$ cat src/rtl/seq_append_pkg.sv
// Shared types and defaults for the seq_append stream trailer block.
package seq_append_pkg;

  typedef enum logic [1:0] {
    S_IDLE    = 2'd0,
    S_DATA    = 2'd1,
    S_TRAILER = 2'd2
  } state_e;

  localparam int SEQ_INIT_DEFAULT = 1;

endpackage

$ cat src/rtl/axis_reg_slice.sv
// Two-entry AXI-Stream skid slice: fully registered outputs, s_ready driven only from flops.
module axis_reg_slice #(
  parameter int DATA_W = 33
) (
  input  logic              clk,
  input  logic              reset,
  input  logic              s_valid,
  input  logic [DATA_W-1:0] s_data,
  output logic              s_ready,
  output logic              m_valid,
  output logic [DATA_W-1:0] m_data,
  input  logic              m_ready
);

  logic              en_q, en_d;
  logic              out_valid_q, out_valid_d;
  logic [DATA_W-1:0] out_data_q, out_data_d;
  logic              skid_valid_q, skid_valid_d;
  logic [DATA_W-1:0] skid_data_q, skid_data_d;
  logic              s_fire;

  // en_q holds ready low for one cycle after reset so the upstream sees a clean start.
  assign s_ready = en_q & ~skid_valid_q;
  assign s_fire  = s_valid & s_ready;
  assign m_valid = out_valid_q;
  assign m_data  = out_data_q;

  always_comb begin
    en_d         = 1'b1;
    out_valid_d  = out_valid_q;
    out_data_d   = out_data_q;
    skid_valid_d = skid_valid_q;
    skid_data_d  = skid_data_q;
    if (!out_valid_q || m_ready) begin
      if (skid_valid_q) begin
        out_valid_d  = 1'b1;
        out_data_d   = skid_data_q;
        skid_valid_d = 1'b0;
      end else begin
        out_valid_d = s_fire;
        if (s_fire) out_data_d = s_data;
      end
    end else if (s_fire) begin
      skid_valid_d = 1'b1;
      skid_data_d  = s_data;
    end
  end

  always_ff @(posedge clk) begin
    if (reset) begin
      en_q         <= 1'b0;
      out_valid_q  <= 1'b0;
      out_data_q   <= '0;
      skid_valid_q <= 1'b0;
      skid_data_q  <= '0;
    end else begin
      en_q         <= en_d;
      out_valid_q  <= out_valid_d;
      out_data_q   <= out_data_d;
      skid_valid_q <= skid_valid_d;
      skid_data_q  <= skid_data_d;
    end
  end

endmodule

$ cat src/rtl/seq_append.sv
// Appends a sequence-number trailer beat to AXI-Stream frames when ctrl_seq_en is set.
// Define SEQ_APPEND_STATS_EN to add the stat_frames counter port.
module seq_append
  import seq_append_pkg::*;
#(
  parameter int DATA_W   = 32,
  parameter int SEQ_W    = 16,
  parameter int SEQ_INIT = SEQ_INIT_DEFAULT
) (
  input  logic              m_axis_aclk,
  input  logic              m_axis_areset,
  input  logic              ctrl_seq_en,
  input  logic              s_axis_tvalid,
  input  logic [DATA_W-1:0] s_axis_tdata,
  input  logic              s_axis_tlast,
  output logic              s_axis_tready,
  output logic              m_axis_tvalid,
  output logic [DATA_W-1:0] m_axis_tdata,
  output logic              m_axis_tlast,
  input  logic              m_axis_tready
`ifdef SEQ_APPEND_STATS_EN
  ,
  output logic [31:0]       stat_frames
`endif
);

  state_e            state_q, state_d;
  logic              en_q, en_d;
  logic [SEQ_W-1:0]  seq_q, seq_d;
  logic              frame_en;
  logic [DATA_W-1:0] trailer;
  logic              slice_valid;
  logic              slice_ready;
  logic [DATA_W:0]   slice_data;
  logic [DATA_W:0]   slice_m_data;

  // The enable is taken live on the first beat of a frame and latched for the rest of it.
  always_comb begin
    state_d       = state_q;
    en_d          = en_q;
    seq_d         = seq_q;
    trailer       = '0;
    trailer[SEQ_W-1:0] = seq_q;
    frame_en      = (state_q == S_IDLE) ? ctrl_seq_en : en_q;
    slice_valid   = s_axis_tvalid;
    slice_data    = {s_axis_tlast & ~frame_en, s_axis_tdata};
    s_axis_tready = slice_ready;
    case (state_q)
      S_IDLE, S_DATA: begin
        if (s_axis_tvalid && slice_ready) begin
          en_d = frame_en;
          if (!s_axis_tlast)  state_d = S_DATA;
          else if (frame_en)  state_d = S_TRAILER;
          else                state_d = S_IDLE;
        end
      end
      S_TRAILER: begin
        slice_valid   = 1'b1;
        slice_data    = {1'b1, trailer};
        s_axis_tready = 1'b0;
        if (slice_ready) begin
          seq_d   = (seq_q == '1) ? SEQ_W'(SEQ_INIT) : seq_q + 1'b1;
          state_d = S_IDLE;
        end
      end
      default: state_d = S_IDLE;
    endcase
  end

  always_ff @(posedge m_axis_aclk) begin
    if (m_axis_areset) begin
      state_q <= S_IDLE;
      en_q    <= 1'b0;
      seq_q   <= SEQ_W'(SEQ_INIT);
    end else begin
      state_q <= state_d;
      en_q    <= en_d;
      seq_q   <= seq_d;
    end
  end

  axis_reg_slice #(
    .DATA_W(DATA_W + 1)
  ) u_slice (
    .clk     (m_axis_aclk),
    .reset   (m_axis_areset),
    .s_valid (slice_valid),
    .s_data  (slice_data),
    .s_ready (slice_ready),
    .m_valid (m_axis_tvalid),
    .m_data  (slice_m_data),
    .m_ready (m_axis_tready)
  );

  assign {m_axis_tlast, m_axis_tdata} = slice_m_data;

`ifdef SEQ_APPEND_STATS_EN
  logic [31:0] stat_frames_q, stat_frames_d;

  always_comb begin
    stat_frames_d = stat_frames_q;
    if (m_axis_tvalid && m_axis_tready && m_axis_tlast) stat_frames_d = stat_frames_q + 32'd1;
  end

  always_ff @(posedge m_axis_aclk) begin
    if (m_axis_areset) stat_frames_q <= '0;
    else               stat_frames_q <= stat_frames_d;
  end

  assign stat_frames = stat_frames_q;
`endif

endmodule

$ cat config.mk
export PLATFORM = sky130hd
export DESIGN_NAME = seq_append
export DESIGN_NICKNAME = d
export VERILOG_FILES = /design/src/rtl/seq_append_pkg.sv /design/src/rtl/axis_reg_slice.sv /design/src/rtl/seq_append.sv
export SDC_FILE = /design/constraint.sdc
export NUM_CORES = 1
export LEC_CHECK = 0
export CAP_MARGIN = 25
export CORE_MARGIN = 3
export CORE_UTILIZATION = 50
export DETAILED_ROUTE_END_ITERATION = 12
export PLACE_DENSITY_LB_ADDON = 0.15
export SYNTH_ARGS = -nofsm -noshare
export SYNTH_HDL_FRONTEND = slang
export SYNTH_SLANG_ARGS = --single-unit
$ cat constraint.sdc
create_clock -name m_axis_aclk -period 2.5 [get_ports m_axis_aclk]
set_input_delay 0.5 -clock m_axis_aclk [delete_from_list [all_inputs] [get_ports m_axis_aclk]]
set_output_delay 0.5 -clock m_axis_aclk [all_outputs]
set_load 0.03 [all_outputs]
### Yosys cells after proc, flatten, opt, wreduce, memory -nomap -nowiden

Cells that the tools add are included.

| word-level totals | value |
|---|---|
| word-level logic and storage cells | 46 |
| flip-flop bits (word level) | 88 |

| operators by class | value |
|---|---|
| reduce and logical (&&, ||, !) cells | 12 |
| equality and inequality tests | 5 |
| add/sub/neg operators | 1 |
| mux-type cells | 14 |
| bitwise logic cells | 6 |

Operators by type and width:

| cell | count |
|---|---|
| 33-bit two-way mux | 3 |
| 16-bit by 1-bit adder with 16-bit output (second input constant) | 1 |
| 16-bit == test (second input constant) | 1 |
| 16-bit two-way mux | 1 |
| 2-bit AND reduction | 5 |
| 2-bit two-way mux | 4 |
| 1-bit two-way mux | 5 |
| 2-bit != test (second input constant) | 2 |
| 2-bit one-hot mux with 2 select lines | 1 |
| 2-bit OR reduction | 2 |
| 1-bit bitwise AND | 3 |
| 1-bit NOT | 3 |
| 2-bit by 1-bit == test with 1-bit output (second input constant) | 1 |
| 2-bit == test (second input constant) | 1 |
| 2-bit zero test | 1 |
| 2-bit nonzero test | 1 |
| 1-bit logical AND | 1 |
| 1-bit zero test | 1 |
| 1-bit logical OR | 1 |

### Logic depth before layout (Yosys ltp)

Gate-level depths: netlist of the first run.

| depth | value |
|---|---|
| word-level depth | 7 |
| gate-level depth with buffers | 7 |
| mapped depth without buffers | 5 |

### Modules after synthesis

A second synthesis of the first run with hierarchy kept.

| second synthesis, totals | value |
|---|---|
| cell total of the unflattened synthesis | 449 |
| area, all modules | 4,334.2 um^2 |

Modules (own cells, without submodules):

| module | area an instance (um^2) | sequential area each (um^2) | cells each | instances |
|---|---|---|---|---|
| axis_reg_slice | 3,110.5 | 1,381.3 | 307 | 1 |
| seq_append | 1,223.7 | 380.4 | 142 | 1 |

### Worst setup path after synthesis of the first run

No wires, ideal clock.

| timing path | value |
|---|---|
| kind | input to register |
| from | input port m_axis_tready |
| to | register u_slice.out_data_q[10] (netlist: u_slice.m_data[10]) |
| stages on the path | 6 |
| slack | 803 ps |
| library setup time | 128 ps |
| arrival time | 1,569 ps |
| required time | 2,372 ps |
| path through | nand2b_1 and2_1 clkbuf_2 o21ai_2 clkbuf_1 o21ai_0 |

| on the way | value |
|---|---|
| word-level cells in the longest chain between the ends | 2 |

RTL lines:

| element | RTL line | RTL |
|---|---|---|
| start: declaration | seq_append.sv:20 | `input logic m_axis_tready` |
| 1-bit logical OR | axis_reg_slice.sv:34 | `if (!out_valid_q \|\| m_ready) begin` |
| 2-bit AND reduction (no source line) | - |  |
| end signal: assignment | axis_reg_slice.sv:59 | `out_data_q <= out_data_d;` |
| end: declaration | axis_reg_slice.sv:17 | `logic [DATA_W-1:0] out_data_q, out_data_d;` |

No other way between the ends.
A chain may end at the register's enable or synchronous reset.

### Worst setup path after layout of the first run

| timing path | value |
|---|---|
| from | register u_slice.en_q |
| to | output port s_axis_tready |

| on the way | value |
|---|---|
| word-level cells in the longest chain between the ends | 2 |

RTL lines:

| element | RTL line | RTL |
|---|---|---|
| start: declaration | axis_reg_slice.sv:15 | `logic en_q, en_d;` |
| start signal: assignment | axis_reg_slice.sv:57 | `en_q <= en_d;` |
| 1-bit bitwise AND | axis_reg_slice.sv:23 | `assign s_ready = en_q & ~skid_valid_q;` |
| 1-bit two-way mux | seq_append.sv:48 | `case (state_q)` |
| end: declaration | seq_append.sv:16 | `output logic s_axis_tready,` |

No other way between the ends.

==> metrics.cfg, run 1 <==
[status]
status = finished, final reports clean

[power_and_ir_drop]
pwr-share-seq = 0.484
p_comb_frac = 0.141
powerDensity_nw_per_um2 = 596.8
netSwitchingFraction = 0.2449
p_sw_w = 0.0007505
power.internal_w = 0.002314
worst_ir_drop_vdd_v = 0.0003383
clockPowerShare = 0.375
p_leak_nw = 1.931

[synthesis]
synth_cells = 443
ys_types = 46
synthArstFlopShare = 0
synth_most_common_cell = dfxtp_1
synth_top_family_by_area = simple AND/OR/NAND/NOR gates
synth_area_leader_cell = dfxtp_1
yosys.area_share.adder = 0.003058
synth_area_leaders = dfxtp_1, mux2i_1, nor2_1, a311oi_1, nand4_1
synth_edf_count = 0
synth_xor_area_frac = 0.02355
synth_top_area_frac = 0.4306
synth_seq_cells = 88
synth_compound_gate_area_share = 0.1312
synthMuxAreaShare = 0.1468
ys_seq_area_frac = 0.4306
synth.cell_area_sq_um = 4091
synth_warnings = 0
ys_top_cells_by_count = dfxtp_1, nor2_1, mux2i_1
postSynthNetCount = 482
avgSynthCellArea_sq_um = 9.236
synth-main-ff-cell = dfxtp_1
post_synth_and_or_nand_nor_area_fraction = 0.2168

[cts]
root_buffer = clkbuf_8
clock-sinks = 88
htree_levels = 3
path_clk_slew_ns = 0.08
numCtsBuffers = 9
clk_latency_ns = 0.34
cts_setup_buffers = 0
cts_tree = yes
hold_buffers = 0
cts_max_path_buffers = 2
cts_resized = 0

[timing]
drv_slew = 0
hold_ws_ns = 0.4788
rsz0062_at_grt = false
period_needed_ns = 2.321
finalHoldViolCount = 0
clock_skew_ns = 0.01247
setup_viol = 0
tightest_slew_ns = 0.6405
fin_setup_tns_ns = 0
slew_headroom = 0.5724
max_freq_mhz = 430.8
min_period_over_period = 0.9286

[finish]
nNetsFinal = 549
num_antenna_cells = 0
utilization = 0.6543
drive_gt1_frac = 0.1223
n_fill_cell = 700
syn_to_final_growth_pct = 25.50

[critical_path]
crit_chain = nand2b_1, nor2_1, clkdlybuf4s50_1
cp.required_ns = 2.00
worstSetupPathType = reg2out
crit_buf_inv = 1
worstSetupPathDepth = 3
r2r-end = u_slice.m_data[27]
worst-path-max-fanout = 7
ff2ff_setup_slack_ns = 0.53
arrival_ns = 1.82
cp_slowest_cell = clkdlybuf4s50_1
r2r-start = u_slice.skid_valid_q
worstSetupEndpointType = primary output
crit_family = buffers and inverters
cp-start-kind = flop
reg2regPathDepth = 4
critPathMaxStageDelay_ns = 0.68

[die]
die-area_sq_um = 9305
core-area_sq_um = 7848
ioPinCount = 73
die_h_um = 96.46
rows = 32
start_util = 0.5214
fp.dieW_um = 96.46

[drt]
dr.pass1.iters = 5
initialDrtViolationCount = 127
drc = 0
antenna_left = 0
routed_wl_um = 9752
wl_per_cell_um = 15.81
vias = 3507
viasPerCell = 5.684

[global_route]
top_usage_layer = met2
met3_usage = 0.03253
grt_max_degree = 36
grt_usage = 0.2135
use_met1 = 0.3018
grt_pass1_vias = 3269
antenna_found_initial = 0
grt_overflow = 0
use_met2 = 0.3356
grt_pass1_wl_um = 15620

[worst_hold_path]
whs_path_depth = 2
min_to = u_slice.m_data[32]
hold_class = reg2reg
hold_start = u_slice.m_data[32]

[place]
dp_hpwl_um = 6845
gp_congestion = 0.8261
io_buffer_count = 72

[run]
max-cap-violations = 0

[metrics by stage]
step | worst slack (ns) | cell area, sq um | total power, W | std cells
2_1_floorplan | 0.8031 | 4091 | 0.001761 | 443
3_3_place_gp | 0.3418 | 4900 | 0.001939 | 601
3_5_place_dp | 0.2824 | 4900 | 0.001945 | 601
4_1_cts | 0.1737 | 5135 | 0.003081 | 617
5_1_grt | 0.1216 | 5135 | 0.003175 | 617
6_report | 0.1786 | 5135 | 0.003065 | 617
[cell type report]
type / instances / area (sq um) / area share
multi-input cells: 315 / 2133 / 0.4154
flip-flops and latches: 88 / 1762 / 0.3431
repair buffers: 91 / 858.3 / 0.1672
clock buffers: 10 / 127.6 / 0.02485
well taps: 102 / 127.6 / 0.02485
clock inverters: 6 / 107.6 / 0.02096
inverters: 5 / 18.77 / 0.003655
[power by group through the flow]
stage	Combinational, W	Sequential [W]	Clock [W]
final	0.000431	0.00148	0.00115
after global routing	0.000463	0.00149	0.00122
after CTS	0.000433	0.00148	0.00117
after detailed placement	0.000431	0.00151	0
after global placement	0.000424	0.00152	0
after floorplan	0.000182	0.00158	0
[worst min-delay path, stage by stage, from the launching register on]
cell	delay, ns
dfxtp_1	0.32
nand4_1	0.06
o41ai_1	0.06
[kinds of logic after synthesis]
| group | Yosys count |
|---|---|
| simple gates | 176 |
| flops | 88 |
| compound gates | 68 |
| mux | 59 |
| buf+inv | 40 |
| xor+xnor | 11 |
| fa+ha+maj | 1 |
[state kept, by name, summed over array words and instances, names as in the netlist]
name	cells
u_slice.m_valid	1
u_slice.m_data	33
state_q	2
en_q	1
u_slice.en_q	1
u_slice.skid_valid_q	1
seq_q	16
u_slice.skid_data_q	33
[cells in the final DEF (no fill, tap or decap), types with 2 or more instances in the layout]
cell type	instances
clkbuf_8	9
xnor2_1	9
nand3_1	3
or3_1	3
bufinv_16	3
mux2i_1	51
a31oi_1	2
a21oi_1	7
nor2_1	61
nand2b_1	5
xor2_1	2
inv_1	3
a311oi_2	6
a31o_2	8
mux2_2	8
a311oi_1	18
nand2_1	26
o21ai_0	20
nor4_1	5
dfxtp_1	88
buf_4	19
nor3_1	23
nand3b_1	3
nand4_1	21
clkdlybuf4s50_1	71
and2_1	18
clkinv_2	2
[metal layers]
metal  vias up  routed length (um)
met4         0                 150
met2       104                4413
met5         -                   0
met1      1662                4650
met3        13                 538
li1       1728                   -
[how the worst max path moves through the flow]
stage / start / to
final: u_slice.en_q / s_axis_tready
after floorplan: m_axis_tready / u_slice.m_data[10]
after global routing: u_slice.en_q / s_axis_tready
after detailed placement: s_axis_tvalid / u_slice.skid_data_q[29]
after global placement: s_axis_tvalid / u_slice.skid_data_q[27]
after CTS: u_slice.en_q / s_axis_tready
(Power assumes the default switching activity.)
==> inputs of run 2 (changes only) <==
--- a/config.mk
+++ b/config.mk
@@ -8,6 +8,8 @@
 export CAP_MARGIN = 25
 export CORE_MARGIN = 3
 export CORE_UTILIZATION = 50
+export CTS_CLUSTER_DIAMETER = 40
+export CTS_CLUSTER_SIZE = 30
 export DETAILED_ROUTE_END_ITERATION = 12
 export PLACE_DENSITY_LB_ADDON = 0.15
 export SYNTH_ARGS = -nofsm -noshare
==> results of run 2 <==
Final layout, timing and power as in run 1 (identical DEF).
==> inputs of run 3 (changes only) <==
--- a/config.mk
+++ b/config.mk
@@ -5,6 +5,7 @@
 export SDC_FILE = /design/constraint.sdc
 export NUM_CORES = 1
 export LEC_CHECK = 0
+export ABC_CLOCK_PERIOD_IN_PS = 2500
 export CAP_MARGIN = 25
 export CORE_MARGIN = 3
 export CORE_UTILIZATION = 50
==> results of run 3 <==
Final layout, timing and power as in run 1 (identical DEF).
